`src/rtl/cam_cfg_pkg.sv`:
```
// cam_cfg_pkg: shared states, table codes and OV7670 register addresses
package cam_cfg_pkg;

    typedef enum logic [2:0] {
        IDLE,
        FETCH,
        DECODE,
        REQ,
        DELAY,
        DONE,
        ERROR
    } state_t;

    localparam logic [15:0] TBL_END   = 16'hFFFF;
    localparam logic [15:0] TBL_DELAY = 16'hFFF0;

    localparam logic [7:0] CLKRC      = 8'h11;
    localparam logic [7:0] COM7       = 8'h12;
    localparam logic [7:0] COM10      = 8'h15;
    localparam logic [7:0] TSLB       = 8'h3A;
    localparam logic [7:0] COM15      = 8'h40;
    localparam logic [7:0] COM7_RESET = 8'h80;

endpackage

```
`src/rtl/sccb_config_sequencer.sv`:
```
// sccb_config_sequencer: walks a register-init table and issues SCCB writes with delay markers and retries
module sccb_config_sequencer
    import cam_cfg_pkg::*;
#(
    parameter logic [7:0] DEV_ADDR    = 8'h42,
    parameter int         TBL_AW      = 7,
    parameter int         DELAY_CYC   = 1_000_000,
    parameter int         ACK_TIMEOUT = 65_535,
    parameter int         MAX_RETRY   = 3,
    parameter bit         AUTO_START  = 1'b1
) (
    input  logic              clk,
    input  logic              reset,
    input  logic              start,
    output logic [TBL_AW-1:0] tbl_addr,
    input  logic [15:0]       tbl_data,
    output logic              sccb_req,
    output logic [7:0]        sccb_dev_addr,
    output logic [7:0]        sccb_reg_addr,
    output logic [7:0]        sccb_wdata,
    input  logic              sccb_ack,
    input  logic              sccb_nack,
    output logic              busy,
    output logic              done,
    output logic              error,
    output logic [TBL_AW-1:0] err_index
);

    localparam int TMAX = (DELAY_CYC > ACK_TIMEOUT) ? DELAY_CYC : ACK_TIMEOUT;
    localparam int TW   = $clog2(TMAX + 1);
    localparam int RW   = $clog2(MAX_RETRY + 1);
    localparam logic [TBL_AW-1:0] LAST = '1;

    state_t            state_q, state_d;
    logic [TBL_AW-1:0] idx_q, idx_d, tbl_addr_q, tbl_addr_d, err_idx_q, err_idx_d;
    logic [TW-1:0]     tmr_q, tmr_d;
    logic [RW-1:0]     rty_q, rty_d;
    logic [7:0]        reg_q, reg_d, wdata_q, wdata_d;
    logic              ph_q, ph_d, gap_q, gap_d, arm_q, arm_d;
    logic              req_q, req_d, busy_q, busy_d, done_q, done_d, error_q, error_d;
    logic              last, fail;

    assign last          = idx_q == LAST;
    assign fail          = sccb_nack || tmr_q == TW'(ACK_TIMEOUT);
    assign tbl_addr      = tbl_addr_q;
    assign sccb_req      = req_q;
    assign sccb_dev_addr = DEV_ADDR;
    assign sccb_reg_addr = reg_q;
    assign sccb_wdata    = wdata_q;
    assign busy          = busy_q;
    assign done          = done_q;
    assign error         = error_q;
    assign err_index     = err_idx_q;

    // Next-state logic: FETCH spends two cycles so the registered address reaches the 1-cycle ROM before DECODE
    always_comb begin
        state_d    = state_q;
        idx_d      = idx_q;
        tbl_addr_d = tbl_addr_q;
        err_idx_d  = err_idx_q;
        tmr_d      = tmr_q;
        rty_d      = rty_q;
        reg_d      = reg_q;
        wdata_d    = wdata_q;
        ph_d       = ph_q;
        gap_d      = gap_q;
        arm_d      = 1'b0;
        req_d      = req_q;
        busy_d     = busy_q;
        done_d     = done_q;
        error_d    = error_q;
        case (state_q)
            IDLE, DONE, ERROR: begin
                if (start || arm_q) begin
                    state_d = FETCH;
                    idx_d   = '0;
                    ph_d    = 1'b0;
                    done_d  = 1'b0;
                    error_d = 1'b0;
                    busy_d  = 1'b1;
                end
            end
            FETCH: begin
                tbl_addr_d = idx_q;
                ph_d       = !ph_q;
                state_d    = ph_q ? DECODE : FETCH;
            end
            DECODE: begin
                if (tbl_data == TBL_END) begin
                    state_d = DONE;
                    done_d  = 1'b1;
                    busy_d  = 1'b0;
                end else if (tbl_data == TBL_DELAY) begin
                    state_d = DELAY;
                    tmr_d   = TW'(DELAY_CYC - 1);
                end else begin
                    state_d = REQ;
                    reg_d   = tbl_data[15:8];
                    wdata_d = tbl_data[7:0];
                    rty_d   = '0;
                    tmr_d   = '0;
                    gap_d   = 1'b0;
                    req_d   = 1'b1;
                end
            end
            REQ: begin
                if (gap_q) begin
                    gap_d = 1'b0;
                    req_d = 1'b1;
                    tmr_d = '0;
                end else if (fail) begin
                    req_d = 1'b0;
                    rty_d = rty_q + 1'b1;
                    if (rty_q + 1'b1 == RW'(MAX_RETRY)) begin
                        state_d   = ERROR;
                        error_d   = 1'b1;
                        busy_d    = 1'b0;
                        err_idx_d = idx_q;
                    end else begin
                        gap_d = 1'b1;
                    end
                end else if (sccb_ack) begin
                    req_d   = 1'b0;
                    state_d = last ? DONE : FETCH;
                    idx_d   = last ? idx_q : idx_q + 1'b1;
                    done_d  = last;
                    busy_d  = !last;
                end else begin
                    tmr_d = tmr_q + 1'b1;
                end
            end
            DELAY: begin
                if (tmr_q == '0) begin
                    state_d = last ? DONE : FETCH;
                    idx_d   = last ? idx_q : idx_q + 1'b1;
                    done_d  = last;
                    busy_d  = !last;
                end else begin
                    tmr_d = tmr_q - 1'b1;
                end
            end
            default: state_d = IDLE;
        endcase
    end

    // State and registered outputs; arm_q makes the first cycle after reset act as a start pulse
    always_ff @(posedge clk or negedge reset) begin
        if (!reset) begin
            state_q    <= IDLE;
            idx_q      <= '0;
            tbl_addr_q <= '0;
            err_idx_q  <= '0;
            tmr_q      <= '0;
            rty_q      <= '0;
            reg_q      <= '0;
            wdata_q    <= '0;
            ph_q       <= 1'b0;
            gap_q      <= 1'b0;
            arm_q      <= AUTO_START;
            req_q      <= 1'b0;
            busy_q     <= 1'b0;
            done_q     <= 1'b0;
            error_q    <= 1'b0;
        end else begin
            state_q    <= state_d;
            idx_q      <= idx_d;
            tbl_addr_q <= tbl_addr_d;
            err_idx_q  <= err_idx_d;
            tmr_q      <= tmr_d;
            rty_q      <= rty_d;
            reg_q      <= reg_d;
            wdata_q    <= wdata_d;
            ph_q       <= ph_d;
            gap_q      <= gap_d;
            arm_q      <= arm_d;
            req_q      <= req_d;
            busy_q     <= busy_d;
            done_q     <= done_d;
            error_q    <= error_d;
        end
    end

endmodule

```
`config.mk`:
```
export PLATFORM = sky130hd
export DESIGN_NAME = sccb_config_sequencer
export DESIGN_NICKNAME = d
export VERILOG_FILES = /design/src/rtl/cam_cfg_pkg.sv /design/src/rtl/sccb_config_sequencer.sv
export SDC_FILE = /design/constraint.sdc
export NUM_CORES = 1
export LEC_CHECK = 0
export ABC_AREA = 1
export BUFFER_PORTS_ARGS = -buffer_cell sky130_fd_sc_hd__buf_2
export CAP_MARGIN = 20
export CORE_UTILIZATION = 50
export DETAILED_ROUTE_END_ITERATION = 8
export PLACE_DENSITY = 0.74
export SYNTH_ARGS = -nofsm -noshare
export SYNTH_HDL_FRONTEND = slang
export SYNTH_SLANG_ARGS = --single-unit
```
`constraint.sdc`:
```
create_clock -name clk -period 4.27 [get_ports clk]
set_clock_uncertainty 0.2 [all_clocks]
set_input_delay 0.6405 -clock clk [delete_from_list [all_inputs] [get_ports clk]]
set_output_delay 0.6405 -clock clk [all_outputs]
set_load 0.05 [all_outputs]
```
# ---- Yosys cells after proc, flatten, opt, wreduce, memory -nomap -nowiden
# Cells that the tools add are included.
dict set report word_totals {
  output_inout_bits 42
  inputBits 21
  word_cells 136
  ff_bits 69
}
dict set report classes {
  n_reduce_logical 25
  n_eq_ne 27
  muxes 62
  addsub 4
  bitwise_logic 3
}
# op count
set ops {}
lappend ops {{20-bit 2-to-1 mux} 6}
lappend ops {{20-bit case mux with 3 select lines} 1}
lappend ops {{7-bit 2-to-1 mux} 6}
lappend ops {{16-bit equality test (second input constant)} 2}
lappend ops {{3-bit 2-to-1 mux} 9}
lappend ops {{1-bit 2-to-1 mux} 26}
lappend ops {{2-bit inequality test (second input constant)} 11}
lappend ops {{7-bit case mux with 3 select lines} 1}
lappend ops {{20-bit by 1-bit adder with 20-bit output (second input constant)} 1}
lappend ops {{20-bit by 16-bit equality test with 1-bit output (second input constant)} 1}
lappend ops {{20-bit zero test} 1}
lappend ops {{5-bit AND reduction} 4}
lappend ops {{20-bit by 1-bit subtractor with 20-bit output (second input constant)} 1}
lappend ops {{3-bit case mux with 5 select lines} 1}
lappend ops {{7-bit AND reduction} 2}
lappend ops {{3-bit inequality test (second input constant)} 4}
lappend ops {{2-bit 2-to-1 mux} 5}
lappend ops {{3-bit equality test (second input constant)} 3}
lappend ops {{1-bit case mux with 2 select lines} 4}
lappend ops {{1-bit case mux with 4 select lines} 2}
lappend ops {{4-bit AND reduction} 2}
lappend ops {{7-bit by 1-bit adder with 7-bit output (second input constant)} 1}
lappend ops {{7-bit equality test (second input constant)} 1}
lappend ops {{3-bit by 2-bit equality test with 1-bit output (second input constant)} 2}
lappend ops {{16 further kinds} 24}

# ---- Logic depth before layout (Yosys ltp)
dict set report depth {
  depth_word 6
  mapped_depth 13
  depth_no_buf 12
}

# ---- Least setup slack after synthesis
# No wires, ideal clock.
dict set report synth_path {
  path_kind {reg2reg}
  from {reg tmr_q[0]}
  to {reg idx_q[2]}
  path_stages_with_launch 12
  t_arrival_ns 1.628
  period_less_slack_ns 1.945
  n_path_buf 0
  setup_time_ns 0.117
  required_ns 3.953
  slack_ns 2.325
  cell_sequence {dfrtp_1 inv_1 ha_1 nand3_2 nor2_4 nand3_2 nand2_1 nand3_2 nor2_4 nand2_4 nand2_1 nand2_1}
}
dict set report synth_via {
  elab_chain_len 4
  elab_cells_between_ends 6
  cone_classes {3 x eq/ne; 3 x reduce/logical}
}
# item line
set synth_rtl {}
lappend synth_rtl {{from (decl)} sccb_config_sequencer.sv:36} ;# logic [TW-1:0] tmr_q, tmr_d;
lappend synth_rtl {{from (signal assigned)} sccb_config_sequencer.sv:169} ;# tmr_q <= tmr_d;
lappend synth_rtl {{20-bit by 16-bit equality test with 1-bit output} sccb_config_sequencer.sv:44} ;# assign fail = sccb_nack || tmr_q == TW'(ACK_TIMEOUT);
lappend synth_rtl {{1-bit logical OR} sccb_config_sequencer.sv:44}
lappend synth_rtl {{2-bit inequality test (no source line)} n/a}
lappend synth_rtl {{6-bit AND reduction (no source line) (*)} n/a}
lappend synth_rtl {{to (signal assigned)} sccb_config_sequencer.sv:166} ;# idx_q <= idx_d;
lappend synth_rtl {{to (decl)} sccb_config_sequencer.sv:35} ;# logic [TBL_AW-1:0] idx_q, idx_d, tbl_addr_q, tbl_addr_d, err_idx_q, err_idx_d;
# Every way passes the cells marked *; elsewhere a longest branch is shown, timed or not.
# A chain may end at the register's enable or synchronous reset.

# ---- Worst setup path after layout
dict set report layout_path {
  from {reg tmr_q[0]}
  to {reg tmr_q[16]}
}
dict set report layout_via {
  elab_chain_len 5
  elab_cells_between_ends 13
  cone_classes {2 x add/sub; 3 x eq/ne; 5 x mux; 3 x reduce/logical}
}
# item line
set layout_rtl {}
lappend layout_rtl {{20-bit by 1-bit adder with 20-bit output} sccb_config_sequencer.sv:129} ;# tmr_d = tmr_q + 1'b1;
lappend layout_rtl {{20-bit 2-to-1 mux} sccb_config_sequencer.sv:122} ;# end else if (sccb_ack) begin
lappend layout_rtl {{20-bit 2-to-1 mux} sccb_config_sequencer.sv:111} ;# end else if (fail) begin
lappend layout_rtl {{20-bit 2-to-1 mux} sccb_config_sequencer.sv:107} ;# if (gap_q) begin
lappend layout_rtl {{20-bit case mux with 3 select lines} sccb_config_sequencer.sv:72} ;# case (state_q)
# Several ways; a longest one is shown, not always the timed one. The select of a mux whose other input is x is not followed.

==> metrics.md <==
| Metric | Value |
|---|---|
| WP data arrival | `2640 ps` |
| Post-synthesis cell count | `between 600 and 700` |
| Syn Area/Cell | `6.799 um^2` |
| Commonest non-fill, non-tap cell in the layout | `nand2_1` |
| N_diodes | `0` |
| Die H | `slightly below 100 um` |
| CTS root buf | `clkbuf_8` |
| Initial drt markers | `~280` |
| Fin. max-slew vios | `0` |
| Slew headroom | `0.3385` |
| Psw | `0.002003 W` |
| First-pass GRT wire length | `between 15 and 20 mm` |
| Switching Fraction | `0.5356` |
| Clock slew at reported path FFs | `80 ps` |
| Nets | `approximately 740` |
| Sequential Power Share | `0.277` |
| Multi-input logic area | `around 0.0023 mm^2` |
| Post-CTS setup buffers | `0` |
| DIE AREA | `0.009510 mm^2` |
| LEAKAGE | `around 2.8 nW` |
| Crit end category | `flop` |
| CTS max path bufs | `2` |
| Largest net degree at the start of global routing | `42` |
| Top cells by area, synth | `dfrtp_1, nand2_1, nand3_1, o21ai_0, inv_1` |
| Crit Path Category | `reg2reg` |
| Metal3 WL | `~710 um` |
| Max-cap violations | `0` |
| Status | `completed` |
| Final GP Congestion | `between 0.8 and 0.9` |
| Power per cell area | `749.7 mW/mm^2` |
| Worst-margin pin slew | `slightly below 1000 ps` |
| # rows | `34` |
| Final Util | `0.5692` |
| Fill cells | `850` |
| Avg WL per Cell | `13.57 um` |
| Cell family with most CP delay | `simple AND/OR/NAND/NOR gates` |
| Required @ worst endpoint | `~4300 ps` |
| Commonest non-fill, non-tap cells in the layout | `nand2_1, inv_1, dfrtp_1, nand3_1, nor2_1` |
| Worst path cell trace | `inv_1 -> ha_1 -> nand3_2 -> nor2_4 -> nand4_1 -> nor2_1 -> nor2_1 -> nand2_2 -> inv_2 -> nand2_1 -> nand2_1` |
| Worst r2r src | `tmr_q[0]` |
| Leading area contributor after synthesis | `dfrtp_1` |
| H-tree Lvls | `3` |
| Final setup viols | `0` |
| Layout cells sized above 1 | `0.1580` |
| Mapped cell area | `around 0.0046 mm^2` |
| Antenna-violating nets left | `0` |
| Clock sinks | `about 70` |
| Main combinational cell family by area after synthesis | `simple AND/OR/NAND/NOR gates` |
| Clock Power Share | `0.159` |
| Crit share post-route | `0.6100` |
| I/O pin cnt | `63` |
| CTS resizes | `0` |
| Number of buffers created by CTS | `9` |
| Crit path time final | `2605 ps` |
| Seq cells post-synth | `a little under 70` |
| Nature of the critical path startpoint | `flop` |
| Share of the synthesized area in the top cell type | `0.3730` |
| Synth warn | `0` |
| Chip width | `around 98 um` |
| Slowest CP cell | `dfrtp_1` |
| Routed length on met2 | `between 5 and 6 mm` |
| Simple-Gate Fraction of Synth Area | `0.4037` |
| Crit path launch | `tmr_q[0]` |
| Synth cell types | `37` |
| CTS tree | `built` |
| Max rail drop VDD | `0.0003990 V` |
| Combinational share of power | `0.564` |
| DRC errors left | `0` |
| Synth Area in XOR/XNOR | `0.007680` |
| Area grow syn2layout | `9.353%` |
| Post-DR vias/cell | `approximately 5.4` |
| FF+latch area | `0.001728 mm^2` |
| Drt first pass iters | `5` |
| DP HPWL | `between 8 and 9 mm` |
| Grt ovf | `0` |
| Fmax achieved | `about 380 MHz` |
| Critical Path Max Stage Delay | `420 ps` |
| Total GRT Usage | `0.2491` |
| Core region area | `a little under 0.009 mm^2` |
| Clock Latency Late Sink | `350 ps` |
| HP Class | `in2async` |
| Uppermost routed layer | `met4` |
| Routed via count | `4,406` |
| WL met1 | `roughly 5.0 mm` |
| RSZ-0062 raised after global routing | `false` |
| Initial antenna violation count | `0` |
| Initial Util | `0.5206` |
| Sequential area share after synthesis | `0.3788` |
| Bufs and invs on worst path | `2` |
| Number of global-route vias before repair | `approximately 4,200` |
| Synth Area in Adders | `0.01097` |
| Synth Area in Compound Gates | `0.08448` |
| Cell-internal power | `between 0.0015 and 0.002 W` |
| Final Hold Violating Endpoints | `0` |
| Final setup TNS | `0 ps` |
| PortBufs | `54` |
| Post-synthesis mux area share | `0` |
| Crit-path max FO | `21` |
| Drt total wl | `between 10 and 15 mm` |
| # hold bufs at CTS | `0` |
[layout make-up]
cell class / count / area share
Timing Repair Buffer: 55 / 0.05568
Clock buffer: 9 / 0.02483
Inverter: 77 / 0.05819
Multi-Input combinational cell: 499 / 0.4703
Sequential cell: 69 / 0.3464
Tap cell: 108 / 0.02709
Clock inverter: 6 / 0.01756
[flip-flops by register name, indices dropped and copies added, names as in the netlist, 2 cells and up]
signal,flops
err_index,7
rty_q,2
tbl_addr,7
sccb_reg_addr,8
state_q,3
tmr_q,20
sccb_wdata,8
idx_q,7
[stage by stage]
stage	setup WS [ps]	instances	total power, W	hold WS, ps	area (um^2)
after CTS	1656	823	0.003730	134.7	4989
after global routing	1379	823	0.004085	169.9	4989
after detailed placement	1636	808	0.003134	258.9	4777
final	1665	823	0.003740	109.1	4989
after global placement	1726	808	0.003061	256.0	4777
after floorplan	2325	678	0.002729	144.9	4588
[cell families after synthesis]
| family | Yosys count |
|---|---|
| AO/OA/AOI/OAI | 74 |
| XOR/XNOR | 4 |
| adder cells (fa/ha/maj) | 4 |
| buffers and inverters | 110 |
| flip-flops | 69 |
| other | 2 |
| AND/OR/NAND/NOR | 408 |
[metal layers]
layer	vias to the layer above	track usage
li1	2187	-
met1	2065	0.3364
met2	132	0.3943
met3	22	0.04101
met4	0	0.1097
met5	-	0
[worst paths after layout]
path,to,slack [ps],cells after the start
max,tmr_q[16],1670,11
min,tmr_q[7],110,1
max reg2reg,tmr_q[16],1670,11
min reg2reg,rty_q[0],270,2
max in group asynchronous,arm_q,2770,2
min in group clk,rty_q[0],270,2
[synthesized netlist by cell type]
library cell,count
conb_1,2
or2_2,2
nand3_4,1
nand3_1,64
nor2_8,1
dfrtp_1,68
dfstp_2,1
nand2_4,2
nand3b_1,2
and2_1,4
buf_4,16
buf_6,4
o211ai_1,2
o21ai_0,53
nand3_2,6
xor2_1,3
buf_1,1
inv_2,8
o21ai_1,3
nor2_4,4
nor3_1,4
o21bai_1,1
a21oi_1,13
clkinv_2,1
xnor2_1,1
nor2_1,58
inv_1,68
nand2_2,9
o221ai_1,1
nand4_1,17
clkbuf_1,4
buf_2,8
ha_1,4
nor3b_1,2
nand2_1,225
o21ai_2,1
nor2_2,7
[power by group through the flow]
stage	sequential (W)	combinational [W]	clock [W]
finish	0.00104	0.00211	0.000594
global route	0.00106	0.00240	0.000626
CTS	0.00103	0.00210	0.000599
detailed placement	0.00104	0.00209	0
global placement	0.00103	0.00203	0
floorplan	0.00127	0.00146	0
Note: power is estimated with default switching activity, not from simulation.
